### src/rtl/image_line_feeder.sv
// image_line_feeder: credit-controlled pixel transmitter feeding the line-buffer
// window controller. Pixels are forwarded one line at a time. The feeder never
// runs more lines ahead than the downstream side has free buffers. Each
// line-consumed interrupt returns one credit.
module image_line_feeder #(
    parameter int LINE_WIDTH = 512,
    parameter int NUM_LINES  = 512,
    parameter int LINE_BUFS  = 4
) (
    input  logic       clk,
    input  logic       rst,
    input  logic       i_start,
    input  logic [7:0] s_data,
    input  logic       s_valid,
    output logic       s_ready,
    output logic [7:0] o_data,
    output logic       o_valid,
    input  logic       i_intr,
    output logic       o_done,
    output logic       o_busy,
    output logic       o_credit_err
);

    localparam int PW = (LINE_WIDTH > 1) ? $clog2(LINE_WIDTH) : 1;
    localparam int LW = (NUM_LINES > 1) ? $clog2(NUM_LINES) : 1;
    localparam int CW = $clog2(LINE_BUFS) + 1;

    localparam logic [PW-1:0] PIX_LAST  = PW'(LINE_WIDTH - 1);
    localparam logic [LW-1:0] LINE_LAST = LW'(NUM_LINES - 1);
    localparam logic [CW-1:0] CRED_MAX  = CW'(LINE_BUFS);

    typedef enum logic [1:0] {
        IDLE = 2'd0,
        SEND = 2'd1,
        WAIT = 2'd2
    } state_t;

    state_t        state_q, state_d;
    logic [PW-1:0] pix_q, pix_d;
    logic [LW-1:0] line_q, line_d;
    logic [CW-1:0] credit_q, credit_d;
    logic          intr_q;
    logic [7:0]    data_q;
    logic          valid_q;
    logic          done_q;
    logic          err_q;

    logic xfer;
    logic line_done;
    logic frame_done;
    logic intr_rise;
    logic cred_inc;
    logic cred_ovf;

    // Transfer/boundary decode, credit arithmetic and next-state selection
    always_comb begin
        xfer       = s_valid && (state_q == SEND);
        line_done  = xfer && (pix_q == PIX_LAST);
        frame_done = line_done && (line_q == LINE_LAST);
        intr_rise  = i_intr && !intr_q;
        // At the ceiling a returned credit is only lost when no line is
        // consuming one in the same cycle; otherwise the two cancel out.
        cred_ovf   = intr_rise && (credit_q == CRED_MAX) && !line_done;
        cred_inc   = intr_rise && !cred_ovf;

        credit_d = credit_q;
        if (line_done && !cred_inc) begin
            credit_d = credit_q - CW'(1);
        end else if (!line_done && cred_inc) begin
            credit_d = credit_q + CW'(1);
        end

        state_d = state_q;
        pix_d   = pix_q;
        line_d  = line_q;
        case (state_q)
            IDLE: begin
                if (i_start) begin
                    pix_d  = '0;
                    line_d = '0;
                    // Credits carry across frames; never enter SEND without one.
                    state_d = (credit_q == '0) ? WAIT : SEND;
                end
            end
            SEND: begin
                if (xfer) begin
                    pix_d = line_done ? '0 : pix_q + PW'(1);
                    if (line_done) begin
                        line_d = line_q + LW'(1);
                    end
                    if (frame_done) begin
                        state_d = IDLE;
                    end else if (line_done && (credit_d == '0)) begin
                        state_d = WAIT;
                    end
                end
            end
            WAIT: begin
                if (credit_q != '0) begin
                    state_d = SEND;
                end
            end
            default: state_d = IDLE;
        endcase
    end

    // State, counters and registered outputs; reset abandons any frame in flight
    always_ff @(posedge clk or negedge rst) begin
        if (!rst) begin
            state_q  <= IDLE;
            pix_q    <= '0;
            line_q   <= '0;
            credit_q <= CRED_MAX;
            intr_q   <= 1'b0;
            data_q   <= 8'h00;
            valid_q  <= 1'b0;
            done_q   <= 1'b0;
            err_q    <= 1'b0;
        end else begin
            state_q  <= state_d;
            pix_q    <= pix_d;
            line_q   <= line_d;
            credit_q <= credit_d;
            intr_q   <= i_intr;
            valid_q  <= xfer;
            done_q   <= frame_done;
            if (xfer) begin
                data_q <= s_data;
            end
            if (cred_ovf) begin
                err_q <= 1'b1;
            end
        end
    end

    assign s_ready      = (state_q == SEND);
    assign o_busy       = (state_q != IDLE);
    assign o_data       = data_q;
    assign o_valid      = valid_q;
    assign o_done       = done_q;
    assign o_credit_err = err_q;

endmodule
### config.mk
export PLATFORM = sky130hd
export DESIGN_NAME = image_line_feeder
export DESIGN_NICKNAME = d
export VERILOG_FILES = /design/src/rtl/image_line_feeder.sv
export SDC_FILE = /design/constraint.sdc
export NUM_CORES = 1
export LEC_CHECK = 0
export ABC_AREA = 1
export CORE_MARGIN = 3
export CORE_UTILIZATION = 25
export CTS_CLUSTER_SIZE = 40
export DETAILED_ROUTE_END_ITERATION = 10
export REMOVE_ABC_BUFFERS = 1
export SYNTH_ARGS = -nofsm -noshare
export SYNTH_HDL_FRONTEND = slang
export SYNTH_SLANG_ARGS = --single-unit
### constraint.sdc
create_clock -name clk -period 2.5 [get_ports clk]
set_clock_uncertainty 0.05 [all_clocks]
set_input_delay 0.25 -clock clk [delete_from_list [all_inputs] [get_ports clk]]
set_output_delay 0.25 -clock clk [all_outputs]
set_load 0.1 [all_outputs]
---- Word-level counts from Yosys, hierarchy flattened ----
Cells that the tools add are included.
storage, ports and cells
  register bits after elaboration ......... 35
  latch bits .............................. 0
  memory bits (writable) .................. 0
  ROM bits ................................ 0
  input port bits ......................... 13
  output and inout bits ................... 13
  logic and storage cells ................. 62
  memories ................................ 0
cells by class
  add/sub/neg operators ................... 4
  multiply operators ...................... 0
  divide/modulo/power cells ............... 0
  magnitude comparators ................... 0
  equality and inequality tests ........... 10
  shift-type cells ........................ 0
  muxes and demuxes ....................... 16
  bitwise logic cells ..................... 0
  reductions and logical operators ........ 23
operators by type and width
  operator                                             count
  2-to-1 mux 9 bit                                     5
  one-hot mux 9 bit (2 select lines)                   2
  adder 9 x 1 -> 9 bit, second input constant          2
  equality test 9 bit, second input constant           2
  2-to-1 mux 2 bit                                     6
  logical AND 1 bit                                    10
  AND reduction 4 bit                                  2
  zero test 3 bit                                      2
  2-to-1 mux 3 bit                                     2
  one-hot mux 2 bit (3 select lines)                   1
  zero test 1 bit                                      4
  != test 2 x 1 -> 1 bit, second input constant        2
  != test 2 bit, second input constant                 2
  nonzero test 2 bit                                   2
  adder 3 x 1 -> 3 bit, second input constant          1
  equality test 3 bit, second input constant           1
  != test 3 x 1 -> 1 bit, second input constant        1
  AND reduction 3 bit                                  1
  nonzero test 3 bit                                   1
  subtractor 3 x 1 -> 3 bit, second input constant     1
  equality test 2 x 1 -> 1 bit, second input constant  1
  equality test 2 bit, second input constant           1
  zero test 2 bit                                      1

---- Logic depth before layout (Yosys ltp) ----
  word-level depth ........................ 16
  mapped depth ............................ 18
  depth with buffers taken out ............ 18

---- Least setup slack after synthesis ----
No wires, ideal clock.
  path kind ............................... register -> register
  start ................................... register pix_q[0]
  end ..................................... register line_q[4]
  setup time .............................. 0.119 ns
  data arrival time ....................... 2.040 ns
  required time ........................... 2.331 ns
  path slack .............................. 0.291 ns
  cell stages (with the launch flop) ...... 16
  period minus slack after synthesis ...... 2.209 ns
  cells stage by stage .................... dfrtp_1 -> ha_1 -> inv_1 -> nor3_1 -> inv_1 -> nor2_1 -> nand2_1 -> nor2_1 -> ha_1 -> nand4_2 -> a21oi_2 -> inv_2 -> nor3_2 -> nand3_1 -> nand2_1 -> nor2_1
between the ends
  cells in the longest elaborated chain, start to end .. 4
ends and longest elaborated chain
  item                                     line  RTL
  start, declared                          39    logic [PW-1:0] pix_q, pix_d;
  start signal, assigned                   121   pix_q <= pix_d;
  equality test 9 bit                      58    line_done = xfer && (pix_q == PIX_LAST);
  logical AND 1 bit                        58
  != test 2 x 1 -> 1 bit (no source line)  -
  AND reduction 4 bit (no source line)     -
  end signal, assigned                     122   line_q <= line_d;
  end, declared                            40    logic [LW-1:0] line_q, line_d;
No other way between the ends.
A chain may end at the register's enable or synchronous reset.

---- Worst setup path after layout ----
  start ................................... register pix_q[1]
  end ..................................... register line_q[3]
The elaborated chain is that of the path after synthesis.

==> summary.md <==
| Metric | Value |
|---|---|
| Highest clock rate | `~430 MHz` |
| Min Tclk post-route | `about 2.3 ns` |
| Gr ovfl total | `0` |
| CP required | `about 2.7 ns` |
| Vias in the first global route | `roughly 1400` |
| Post-Place Cells | `340` |
| Via count | `about 1500` |
| Static leakage | `1.17 nW` |
| Final Max Tran Viols | `0` |
| RSZ-0062 raised after global routing | `yes` |
| Core ar. | `~6900 µm²` |
| Syn_area_per_cell | `8.20 µm²` |
| RePlAce Congestion | `0.837` |
| Yosys cell types | `31` |
| Status | `finished with violations` |
| Main synth FF type | `dfrtp_1` |
| Internal power | `around 1.4 mW` |
| Total GRT Usage | `a little under a tenth` |
| Post-synth top area share | `47.6%` |
| FP Rows | `30` |
| Initial antenna violation count | `0` |
| Final period utilization | `92.9%` |
| Die area | `between 8000 and 9000 µm²` |
| Post-route ant nets | `0` |
| CTS sink cnt | `35` |
| Fillers | `about 700` |
| CP Max Fanout | `7` |
| CTS tree | `built` |
| Non-filler cells, final | `about 350` |
| Hold_buf cts | `0` |
| First-pass GRT wire length | `approximately 6300 µm` |
| Worst hold slack | `-0.0327 ns` |
| R2R Setup Slk | `about 0.18 ns` |
| Setup slack after layout | `between 0.15 and 0.2 ns` |
| Clock Power Share | `18.1%` |
| Place WS | `0.0803 ns` |
| Post-synthesis sequential area ratio | `between 40% and 50%` |
| DRC viols | `0` |
| Switching share of power | `between 50% and 60%` |
| Top post-synthesis cells by area | `dfrtp_1 (48%), nand2_1 (12%), inv_1 (6.7%)` |
| WP data arrival | `approximately 2.5 ns` |
| Synth area leader | `dfrtp_1` |
| Setup-failing EPs final | `0` |
| Worst skew pair latency | `between 0.2 and 0.3 ns` |
| Clock Path Buffers | `2` |
| CTS root buf | `clkbuf_8` |
| Final Util | `between 30% and 40%` |
| Cell with the most instances after synthesis | `nand2_1` |
| Setup crit end kind | `register` |
| Fin nets | `275` |
| Sw Pwr | `1.51 mW` |
| Average wire per standard cell | `roughly 11 µm` |
| YS warnings | `0` |
| Max cap viols | `0` |
| Area growth, synth to finish | `30.5%` |
| Endpoints failing hold | `33` |
| Multi-input combinational cell area | `around 830 µm²` |
| Initial DRC count | `54` |
| Comb power frac | `a little over half` |
| IO Count | `26` |
| DRT Pass-1 Iters | `4` |
| Sequential Area | `about 880 µm²` |
| CTS H-Tree Depth | `2` |
| CTS buffer count | `5` |
| # diodes | `0` |
| Yosys reg bits | `35` |
| Number of synthesized flops with an enable pin | `0` |
| Top cells by count, synth | `nand2_1 (58), dfrtp_1 (34), inv_1 (32)` |
| Startpoint Class | `register` |
| Worst slew margin | `between 40% and 50%` |
| Worst-Margin Slew | `about 0.77 ns` |
| Synth Cell Area | `approximately 1800 µm²` |
| Ys async rst share | `100%` |
| Via density per instance | `roughly 4.3` |
| Violated checks | `negative hold slack` |
| Total Wirelength | `roughly 3700 µm` |
| Die Span Y | `between 90 and 100 µm` |
| PortBufs | `25` |
| Pwr dens | `1260 nW/µm²` |
| Part of the power in registers | `about 29%` |
| Post-route cell area | `around 2300 µm²` |
| VDD IR max | `~690 µV` |
| Largest net degree at the start of global routing | `36` |
| Initial core utilization | `between 20% and 30%` |
| Clk slew on worst S/H paths | `roughly 0.080 ns` |
| Layout cells sized above 1 | `20.3%` |
| Hold crit path type | `input port to asynchronous set/reset pin` |
| DP HPWL | `around 2600 µm` |
| Width of the die | `roughly 91 µm` |
| Gate Count Post-Synth | `around 220` |
| CP Class | `register to register` |
| DP Area | `approximately 2100 µm²` |
[sequential cells by signal, indices dropped and copies added (netlist names)]
signal / count
credit_q: 3
intr_q: 1
line_q: 9
pix_q: 9
o_credit_err: 1
o_data: 8
state_q: 2
o_valid: 1
o_done: 1
[stage by stage]
step | setup TNS (ns) | power [mW]
floorplan | 0 | 2.02
CTS | 0 | 2.91
global route | -0.247 | 3.14
detailed placement | 0 | 2.37
global placement | 0 | 2.36
finish | 0 | 2.95
[cell families after synthesis]
group                    after synthesis  synth area share [%]
AO/OA/AOI/OAI                         30                  9.87
XOR/XNOR                               2                 0.980
adder cells (fa/ha/maj)                7                  4.90
buffers and inverters                 37                  7.98
flip-flops                            35                  49.1
multiplexers                           1                 0.560
AND/OR/NAND/NOR                      106                  26.7
[worst paths after layout]
kind / depth (start not counted) / start / to
worst max-delay path: 13 / pix_q[1]$_DFFE_PN0P_ / line_q[3]$_DFFE_PN0P_
worst min-delay path: 1 / rst / line_q[5]$_DFFE_PN0P_
worst max register to register: 13 / pix_q[1]$_DFFE_PN0P_ / line_q[3]$_DFFE_PN0P_
worst min register to register: 2 / o_data[3]$_DFFE_PN0P_ / o_data[3]$_DFFE_PN0P_
max in group asynchronous: 1 / rst / pix_q[8]$_DFFE_PN0P_
min in group clk: 1 / i_intr / intr_q$_DFF_PN0_
[routing by layer]
| metal | track usage [%] | part of all wire [%] | vias to the layer above |
|---|---|---|---|
| met2 | 14.6 | 47 | 25 |
| li1 | - | - | 773 |
| met5 | 0 | 0 | - |
| met3 | 2.42 | 3.7 | 5 |
| met1 | 12.3 | 48 | 708 |
| met4 | 3.83 | 1.2 | 0 |
[power groups by stage]
stage / sequential (mW) / clock, mW / combinational, mW
floorplan: 1.37 / 0 / 0.650
global placement: 0.853 / 0 / 1.51
detailed placement: 0.851 / 0 / 1.52
CTS: 0.845 / 0.552 / 1.52
global route: 0.871 / 0.577 / 1.69
finish: 0.847 / 0.534 / 1.57
[critical path, stage by stage, from the launching register on]
cell     delay (ns)
dfrtp_1        0.38
ha_2           0.19
inv_1          0.06
nor3_2         0.10
inv_1          0.08
nor2_2         0.14
nand2_2        0.09
nor2_2         0.10
ha_2           0.22
nand4_4        0.16
a21oi_4        0.21
inv_2          0.10
o21ai_0        0.16
nor3b_1        0.22
[layout by cell type, fill, tap and decap left out, types with 3 or more instances in the layout]
| master | instances |
|---|---|
| nand2_1 | 56 |
| dfrtp_1 | 34 |
| inv_1 | 31 |
| buf_4 | 18 |
| nor2_1 | 17 |
| nand3_1 | 13 |
| o21ai_0 | 12 |
| clkdlybuf4s50_1 | 11 |
| clkbuf_8 | 6 |
| a21oi_1 | 5 |
| ha_1 | 5 |
| inv_2 | 4 |
| nand4_1 | 4 |
| nor2_2 | 3 |
| o21ai_1 | 3 |
[area by class of cell]
cell class / instances / share of cell area, %
inverter: 37 / 6.11
tap: 96 / 5.15
multi-input combinational: 146 / 35.4
timing repair buffer: 30 / 10.7
clock buffer: 6 / 3.54
clock inverter: 2 / 1.50
sequential: 35 / 37.6
[what timing repair did]
item                       CTS  global route
setup endpoints to repair    0            14
gates resized for setup      0            15
buffers inserted             0             4
hold endpoints to repair     0             0
(Power assumes the default switching activity.)
